### config.mk
export PLATFORM = sky130hd
export DESIGN_NAME = version_writer_flat
export DESIGN_NICKNAME = d
export VERILOG_FILES = /design/src/rtl/version_writer_if.sv /design/src/rtl/version_writer.sv /design/src/flat_wrapper.sv
export SDC_FILE = /design/constraint.sdc
export NUM_CORES = 1
export LEC_CHECK = 0
export CORE_MARGIN = 2
export CORE_UTILIZATION = 49
export CTS_CLUSTER_DIAMETER = 80
export CTS_CLUSTER_SIZE = 8
export DETAILED_ROUTE_END_ITERATION = 10
export MAX_ROUTING_LAYER = met4
export PLACE_DENSITY = 0.92
export SLEW_MARGIN = 20
export SYNTH_ARGS = -nofsm -noshare
export SYNTH_HDL_FRONTEND = slang
export SYNTH_SLANG_ARGS = --single-unit
### constraint.sdc
create_clock -name clk -period 6.3 [get_ports clk]
set_input_delay 1.26 -clock clk [delete_from_list [all_inputs] [get_ports clk]]
set_output_delay 1.26 -clock clk [all_outputs]
set_load 0.02 [all_outputs]
### src/rtl/version_writer_if.sv
// version_writer_if: write stream, pin inputs and slot outputs of version_writer.
// The master side is the producer/reader pair; the slave side is version_writer.
interface version_writer_if #(
    parameter int BLOCK_SIZE = 4,
    parameter int DATA_WIDTH = 32
);
    logic                  writeValid;
    logic [DATA_WIDTH-1:0] writeData;
    logic                  writeReady;
    logic                  pinValid;
    logic [BLOCK_SIZE-1:0] pinVersion;
    logic [DATA_WIDTH-1:0] dataOut0;
    logic [DATA_WIDTH-1:0] dataOut1;
    logic [DATA_WIDTH-1:0] dataOut2;
    logic [DATA_WIDTH-1:0] dataOut3;
    logic [BLOCK_SIZE-1:0] versionOut0;
    logic [BLOCK_SIZE-1:0] versionOut1;
    logic [BLOCK_SIZE-1:0] versionOut2;
    logic [BLOCK_SIZE-1:0] versionOut3;
    logic [3:0]            slotValid;
    logic [BLOCK_SIZE-1:0] currentVersion;
    logic                  stalled;

    modport master (
        output writeValid, writeData, pinValid, pinVersion,
        input  writeReady, dataOut0, dataOut1, dataOut2, dataOut3,
               versionOut0, versionOut1, versionOut2, versionOut3,
               slotValid, currentVersion, stalled
    );

    modport slave (
        input  writeValid, writeData, pinValid, pinVersion,
        output writeReady, dataOut0, dataOut1, dataOut2, dataOut3,
               versionOut0, versionOut1, versionOut2, versionOut3,
               slotValid, currentVersion, stalled
    );
endinterface

### src/rtl/version_writer.sv
// version_writer: tags each accepted word with a wrapping, never-zero version
// and keeps the four most recent versions in a ring of slots.
// Optional feature macro: PIN_PROTECT_EN (eviction guard on the oldest slot
// plus the registered stalled flag). Without it, pin inputs are ignored.
module version_writer #(
    parameter int BLOCK_SIZE = 4,
    parameter int DATA_WIDTH = 32
) (
    input logic             clk,
    input logic             rst,
    version_writer_if.slave bus
);

    typedef enum logic {
        FILL,
        STEADY
    } state_t;

    localparam logic [BLOCK_SIZE-1:0] VER_ONE = BLOCK_SIZE'(1);
    localparam logic [BLOCK_SIZE-1:0] VER_MAX = '1;

    state_t                state;
    state_t                state_next;
    logic [1:0]            wr_ptr;
    logic [BLOCK_SIZE-1:0] next_version;
    logic [BLOCK_SIZE-1:0] current_version;
    logic [DATA_WIDTH-1:0] slot_data [4];
    logic [BLOCK_SIZE-1:0] slot_ver  [4];
    logic [3:0]            slot_valid;
    logic                  ready;
    logic                  transfer;
    logic                  pin_block;

`ifdef PIN_PROTECT_EN
    logic stalled_q;

    // A live pin on the version about to be evicted blocks the write.
    always_comb begin
        pin_block = bus.pinValid && (slot_ver[wr_ptr] == bus.pinVersion);
    end

    // Remember that the previous edge saw a refused request.
    always_ff @(posedge clk) begin
        if (rst) begin
            stalled_q <= 1'b0;
        end else begin
            stalled_q <= bus.writeValid && !ready;
        end
    end

    assign bus.stalled = stalled_q;
`else
    logic unused_pin;

    assign unused_pin  = bus.pinValid | (|bus.pinVersion);
    assign pin_block   = 1'b0;
    assign bus.stalled = 1'b0;
`endif

    // Ready: always open while filling; in steady state only the pin can close it.
    always_comb begin
        // NOTE: every always_comb output gets a default first so no path leaves it unassigned (no latch).
        ready = !rst;
        if (state == STEADY) begin
            ready = !rst && !pin_block;
        end
    end

    assign transfer = bus.writeValid && ready;

    // Next state: leave FILL on the write that occupies the last empty slot.
    always_comb begin
        state_next = state;
        case (state)
            FILL: begin
                if (transfer && (&(slot_valid | (4'b0001 << wr_ptr)))) begin
                    state_next = STEADY;
                end
            end
            STEADY:  state_next = STEADY;
            default: state_next = FILL;
        endcase
    end

    // State register; reset is the only way back to FILL.
    always_ff @(posedge clk) begin
        // NOTE: sequential state uses non-blocking assignments so every register samples pre-edge values.
        if (rst) begin
            state <= FILL;
        end else begin
            state <= state_next;
        end
    end

    // Slot ring, write pointer and version counter.
    always_ff @(posedge clk) begin
        if (rst) begin
            wr_ptr          <= '0;
            next_version    <= VER_ONE;
            current_version <= '0;
            slot_valid      <= '0;
            // NOTE: the slot storage is reset on purpose; empty slots must read as data 0 / version 0.
            for (int i = 0; i < 4; i++) begin
                slot_data[i] <= '0;
                slot_ver[i]  <= '0;
            end
        end else if (transfer) begin
            slot_data[wr_ptr]  <= bus.writeData;
            slot_ver[wr_ptr]   <= next_version;
            slot_valid[wr_ptr] <= 1'b1;
            current_version    <= next_version;
            wr_ptr             <= wr_ptr + 2'd1;
            // Version 0 means empty, so the counter wraps from all-ones back to 1.
            next_version       <= (next_version == VER_MAX) ? VER_ONE : next_version + VER_ONE;
        end
    end

    assign bus.writeReady     = ready;
    assign bus.dataOut0       = slot_data[0];
    assign bus.dataOut1       = slot_data[1];
    assign bus.dataOut2       = slot_data[2];
    assign bus.dataOut3       = slot_data[3];
    assign bus.versionOut0    = slot_ver[0];
    assign bus.versionOut1    = slot_ver[1];
    assign bus.versionOut2    = slot_ver[2];
    assign bus.versionOut3    = slot_ver[3];
    assign bus.slotValid      = slot_valid;
    assign bus.currentVersion = current_version;

endmodule

### src/flat_wrapper.sv
// flat-port wrapper written by rule: the top's interface ports become plain ports
module version_writer_flat 
#(
    parameter int BLOCK_SIZE = 4,
    parameter int DATA_WIDTH = 32
)
  (clk, rst, bus_writeValid, bus_writeData, bus_pinValid, bus_pinVersion, bus_writeReady, bus_dataOut0, bus_dataOut1, bus_dataOut2, bus_dataOut3, bus_versionOut0, bus_versionOut1, bus_versionOut2, bus_versionOut3, bus_slotValid, bus_currentVersion, bus_stalled);
  version_writer_if #(.BLOCK_SIZE(BLOCK_SIZE), .DATA_WIDTH(DATA_WIDTH)) bus_i ();
  input logic clk;
  input logic rst;
  input wire logic [$bits(bus_i.writeValid)-1:0] bus_writeValid;
  input wire logic [$bits(bus_i.writeData)-1:0] bus_writeData;
  input wire logic [$bits(bus_i.pinValid)-1:0] bus_pinValid;
  input wire logic [$bits(bus_i.pinVersion)-1:0] bus_pinVersion;
  output wire logic [$bits(bus_i.writeReady)-1:0] bus_writeReady;
  output wire logic [$bits(bus_i.dataOut0)-1:0] bus_dataOut0;
  output wire logic [$bits(bus_i.dataOut1)-1:0] bus_dataOut1;
  output wire logic [$bits(bus_i.dataOut2)-1:0] bus_dataOut2;
  output wire logic [$bits(bus_i.dataOut3)-1:0] bus_dataOut3;
  output wire logic [$bits(bus_i.versionOut0)-1:0] bus_versionOut0;
  output wire logic [$bits(bus_i.versionOut1)-1:0] bus_versionOut1;
  output wire logic [$bits(bus_i.versionOut2)-1:0] bus_versionOut2;
  output wire logic [$bits(bus_i.versionOut3)-1:0] bus_versionOut3;
  output wire logic [$bits(bus_i.slotValid)-1:0] bus_slotValid;
  output wire logic [$bits(bus_i.currentVersion)-1:0] bus_currentVersion;
  output wire logic [$bits(bus_i.stalled)-1:0] bus_stalled;
  assign bus_i.writeValid = bus_writeValid;
  assign bus_i.writeData = bus_writeData;
  assign bus_i.pinValid = bus_pinValid;
  assign bus_i.pinVersion = bus_pinVersion;
  assign bus_writeReady = bus_i.writeReady;
  assign bus_dataOut0 = bus_i.dataOut0;
  assign bus_dataOut1 = bus_i.dataOut1;
  assign bus_dataOut2 = bus_i.dataOut2;
  assign bus_dataOut3 = bus_i.dataOut3;
  assign bus_versionOut0 = bus_i.versionOut0;
  assign bus_versionOut1 = bus_i.versionOut1;
  assign bus_versionOut2 = bus_i.versionOut2;
  assign bus_versionOut3 = bus_i.versionOut3;
  assign bus_slotValid = bus_i.slotValid;
  assign bus_currentVersion = bus_i.currentVersion;
  assign bus_stalled = bus_i.stalled;
  version_writer #(.BLOCK_SIZE(BLOCK_SIZE), .DATA_WIDTH(DATA_WIDTH)) u_core (.clk(clk), .rst(rst), .bus(bus_i));
endmodule
==> metrics.md <==
| Metric | Value |
|---|---|
| Root Driver | `clkbuf_16` |
| Worst R2R End | `u_core.slot_data[1][19]` |
| DR iter-0 viols | `between 150 and 200` |
| Hold endpoint | `u_core.bus.currentVersion[2]` |
| Fin Setup TNS | `0 ns` |
| F_max | `240 MHz` |
| Post-Synthesis Cells | `372` |
| Min-Delay Path Depth | `2` |
| Clk sink count | `158` |
| Startpoint Class | `input pin` |
| Most frequent cells in the layout | `clkdlybuf4s50_1, edfxtp_1, and2_1` |
| Reg2Reg Depth | `3` |
| Hold Startpoint | `u_core.bus.currentVersion[2]` |
| Fin crit share | `0.660` |
| Primary FF master, synth | `edfxtp_1` |
| Critical-path cell list | `clkdlybuf4s50_1, inv_1, clkdlybuf4s50_1` |
| Largest net degree at the start of global routing | `37` |
| Worst Path Required | `5.04 ns` |
| Worst Skew | `0.00668 ns` |
| Area of the multi-input gates | `0.00125 mm²` |
| Post-synth cell types | `30` |
| Net count after synthesis | `around 420` |
| Slew HR | `0.292` |
| Register area share after synthesis | `0.771` |
| Max Buffers Root-to-Sink | `2` |
| Placer Congestion | `about 0.76` |
| Mapped Avg Cell Area | `16.1 µm²` |
| Number of global-route vias before repair | `3,838` |
| H-tree levels | `4` |
| Area growth from synthesis to layout | `43.2%` |
| Via-to-Cell Ratio | `5.07` |
| GRT Total Usage | `0.232` |
| Worst-Margin Slew | `1.06 ns` |
| Post-CTS sizing | `0` |
| WP buf/inv | `3` |
| CP max FO | `19` |
| Critical-path top delay cell | `clkdlybuf4s50_1` |
| Total setup buffers inserted after CTS | `0` |
| Worst R2R Start | `u_core.wr_ptr[0]` |
| CTS Hold Bufs | `0` |
| Total gr overflow | `0` |
| Syn. warnings | `0` |
| WL per Instance | `just under 20 µm` |
| Initial core utilization | `0.500` |
| Commonest non-fill, non-tap cell in the layout | `clkdlybuf4s50_1` |
| CTS Buf Count | `17` |
| Initial antenna violation count | `1` |
| DRT antenna net count | `0` |
| Final hold vios | `0` |
| Final instance area | `0.00856 mm²` |
| #FFs+latches synth | `approximately 160` |
| Final WL | `14.3 mm` |
| Most frequent CP cell | `clkdlybuf4s50_1` |
| # rows | `40` |
| Critical path's largest stage delay | `0.87 ns` |
| Die width | `114 µm` |
| Register Area | `0.00460 mm²` |
| Reg-to-reg slack, setup | `4.03 ns` |
| Router iterations before antenna repair | `5` |
| CP delay by family, top | `buffers and inverters` |
| Final slew viol count | `0` |
| Fin nets | `608` |
| # setup viols final | `0` |
| Max-cap violations | `0` |
| DRC viols | `0` |
| Fillers | `754` |
| RSZ-0062 raised after global routing | `false` |
| Share of cells above drive strength 1 | `0.0729` |
| Clk slew on worst S/H paths | `0.06 ns` |
| Global-route wire length before repair | `21.5 mm` |
| IO Pins | `between 150 and 200` |
| HPWL Detailed | `about 9 mm` |
| Leak pwr | `3.21 nW` |
| Critical path class | `input pin to output port` |
| PwrDens | `304 mW/mm²` |
| Clk_lat worst skew | `0.42 ns` |
| Crit end category | `output port` |
| Outcome | `finished clean` |
| Post-synthesis cell area | `0.00598 mm²` |
| Die ar. | `0.0131 mm²` |
| Ys async rst share | `0` |
| VDD IR max | `0.235 mV` |
| Area of the core | `0.0120 mm²` |
| Critical Path AT | `2.90 ns` |
| Port-buffer cells | `187` |
| CTS tree | `yes` |
| Area after DPL | `about 0.0080 mm²` |
| Clock period minus worst slack | `4.16 ns` |
| Post-synth EDFFs | `roughly 140` |
| Die Y | `114 µm` |
| Worst Hold Class | `flip-flop to flip-flop` |
| Via count | `3,673` |
## layout make-up
class,instances,share of cell area
flip-flops and latches,158,0.538
well taps,147,0.0215
repair buffers,190,0.221
multi-input cells,192,0.147
clock buffers,19,0.0506
diodes,1,0.000292
inverters,4,0.00175
clock inverters,13,0.0200
## stage by stage
step	utilization	worst slack (ns)	power (mW)	hold slack [ns]	std cells
finish	0.716	2.14	2.60	0.498	724
floorplan	-	3.16	1.40	0.486	372
global route	0.716	2.04	2.67	0.521	724
CTS	0.715	2.15	2.62	0.497	723
global placement	0.665	2.20	1.56	0.461	691
detailed placement	0.665	2.17	1.58	0.477	691
## cell families (layout without fill, tap and decap cells)
logic type	after synthesis	after routing	share of synthesized area
adder cells (fa/ha/maj)	5	5	0.0105
flip-flops	158	158	0.771
multiplexers	5	5	0.00838
XOR/XNOR	2	2	0.00293
buffers and inverters	22	226	0.0201
AO/OA/AOI/OAI	10	10	0.0105
other	1	2	0.000628
AND/OR/NAND/NOR	169	169	0.177
## layer usage
layer / global-route usage / part of all wire / vias to the layer above
met2: 0.388 / 0.53 / 152
li1: - / - / 1680
met3: 0.0693 / 0.066 / 26
met4: 0.0976 / 0.020 / 0
met1: 0.260 / 0.39 / 1815
met5: - / 0 / -
## sequential cells by signal, indices dropped and copies added, names as in the netlist
name                       cells
u_core.bus.currentVersion      4
u_core.bus.slotValid           4
u_core.next_version            4
u_core.slot_data             128
u_core.slot_ver               16
u_core.wr_ptr                  2
## power breakdown
part,internal (mW),switching [mW],total [mW]
combinational,0.139,0.172,0.311
sequential,1.22,0.0286,1.24
clock,0.657,0.393,1.05
total,2.01,0.593,2.60
## cell usage after synthesis, drive strengths merged (2+ instances only)
library cell	count	share of area
mux2i	5	0.0084
clkbuf	5	0.0031
nor2	13	0.0082
nor3	3	0.0082
edfxtp	144	0.72
ha	5	0.010
and2	140	0.15
dfxtp	14	0.047
nand2	3	0.0019
nand2b	2	0.0034
inv	4	0.0025
or2	3	0.0031
a21oi	5	0.0042
buf	13	0.014
nor4	3	0.0031
## worst max path at each step
stage / startpoint / endpoint / depth (start not counted)
3_3_place_gp: rst / bus_writeReady / 3
2_1_floorplan: rst / u_core.slot_data[2][0] / 4
3_5_place_dp: rst / bus_writeReady / 3
5_1_grt: rst / bus_writeReady / 3
6_report: rst / bus_writeReady / 3
4_1_cts: rst / bus_writeReady / 3
## worst register-to-register path, cell delays in order (launching register included)
cell and delay [ns]:
dfxtp_1 0.64, inv_2 0.16, nor3_4 0.22, or2_2 0.85
No activity file was read; power rests on OpenSTA's default activity.
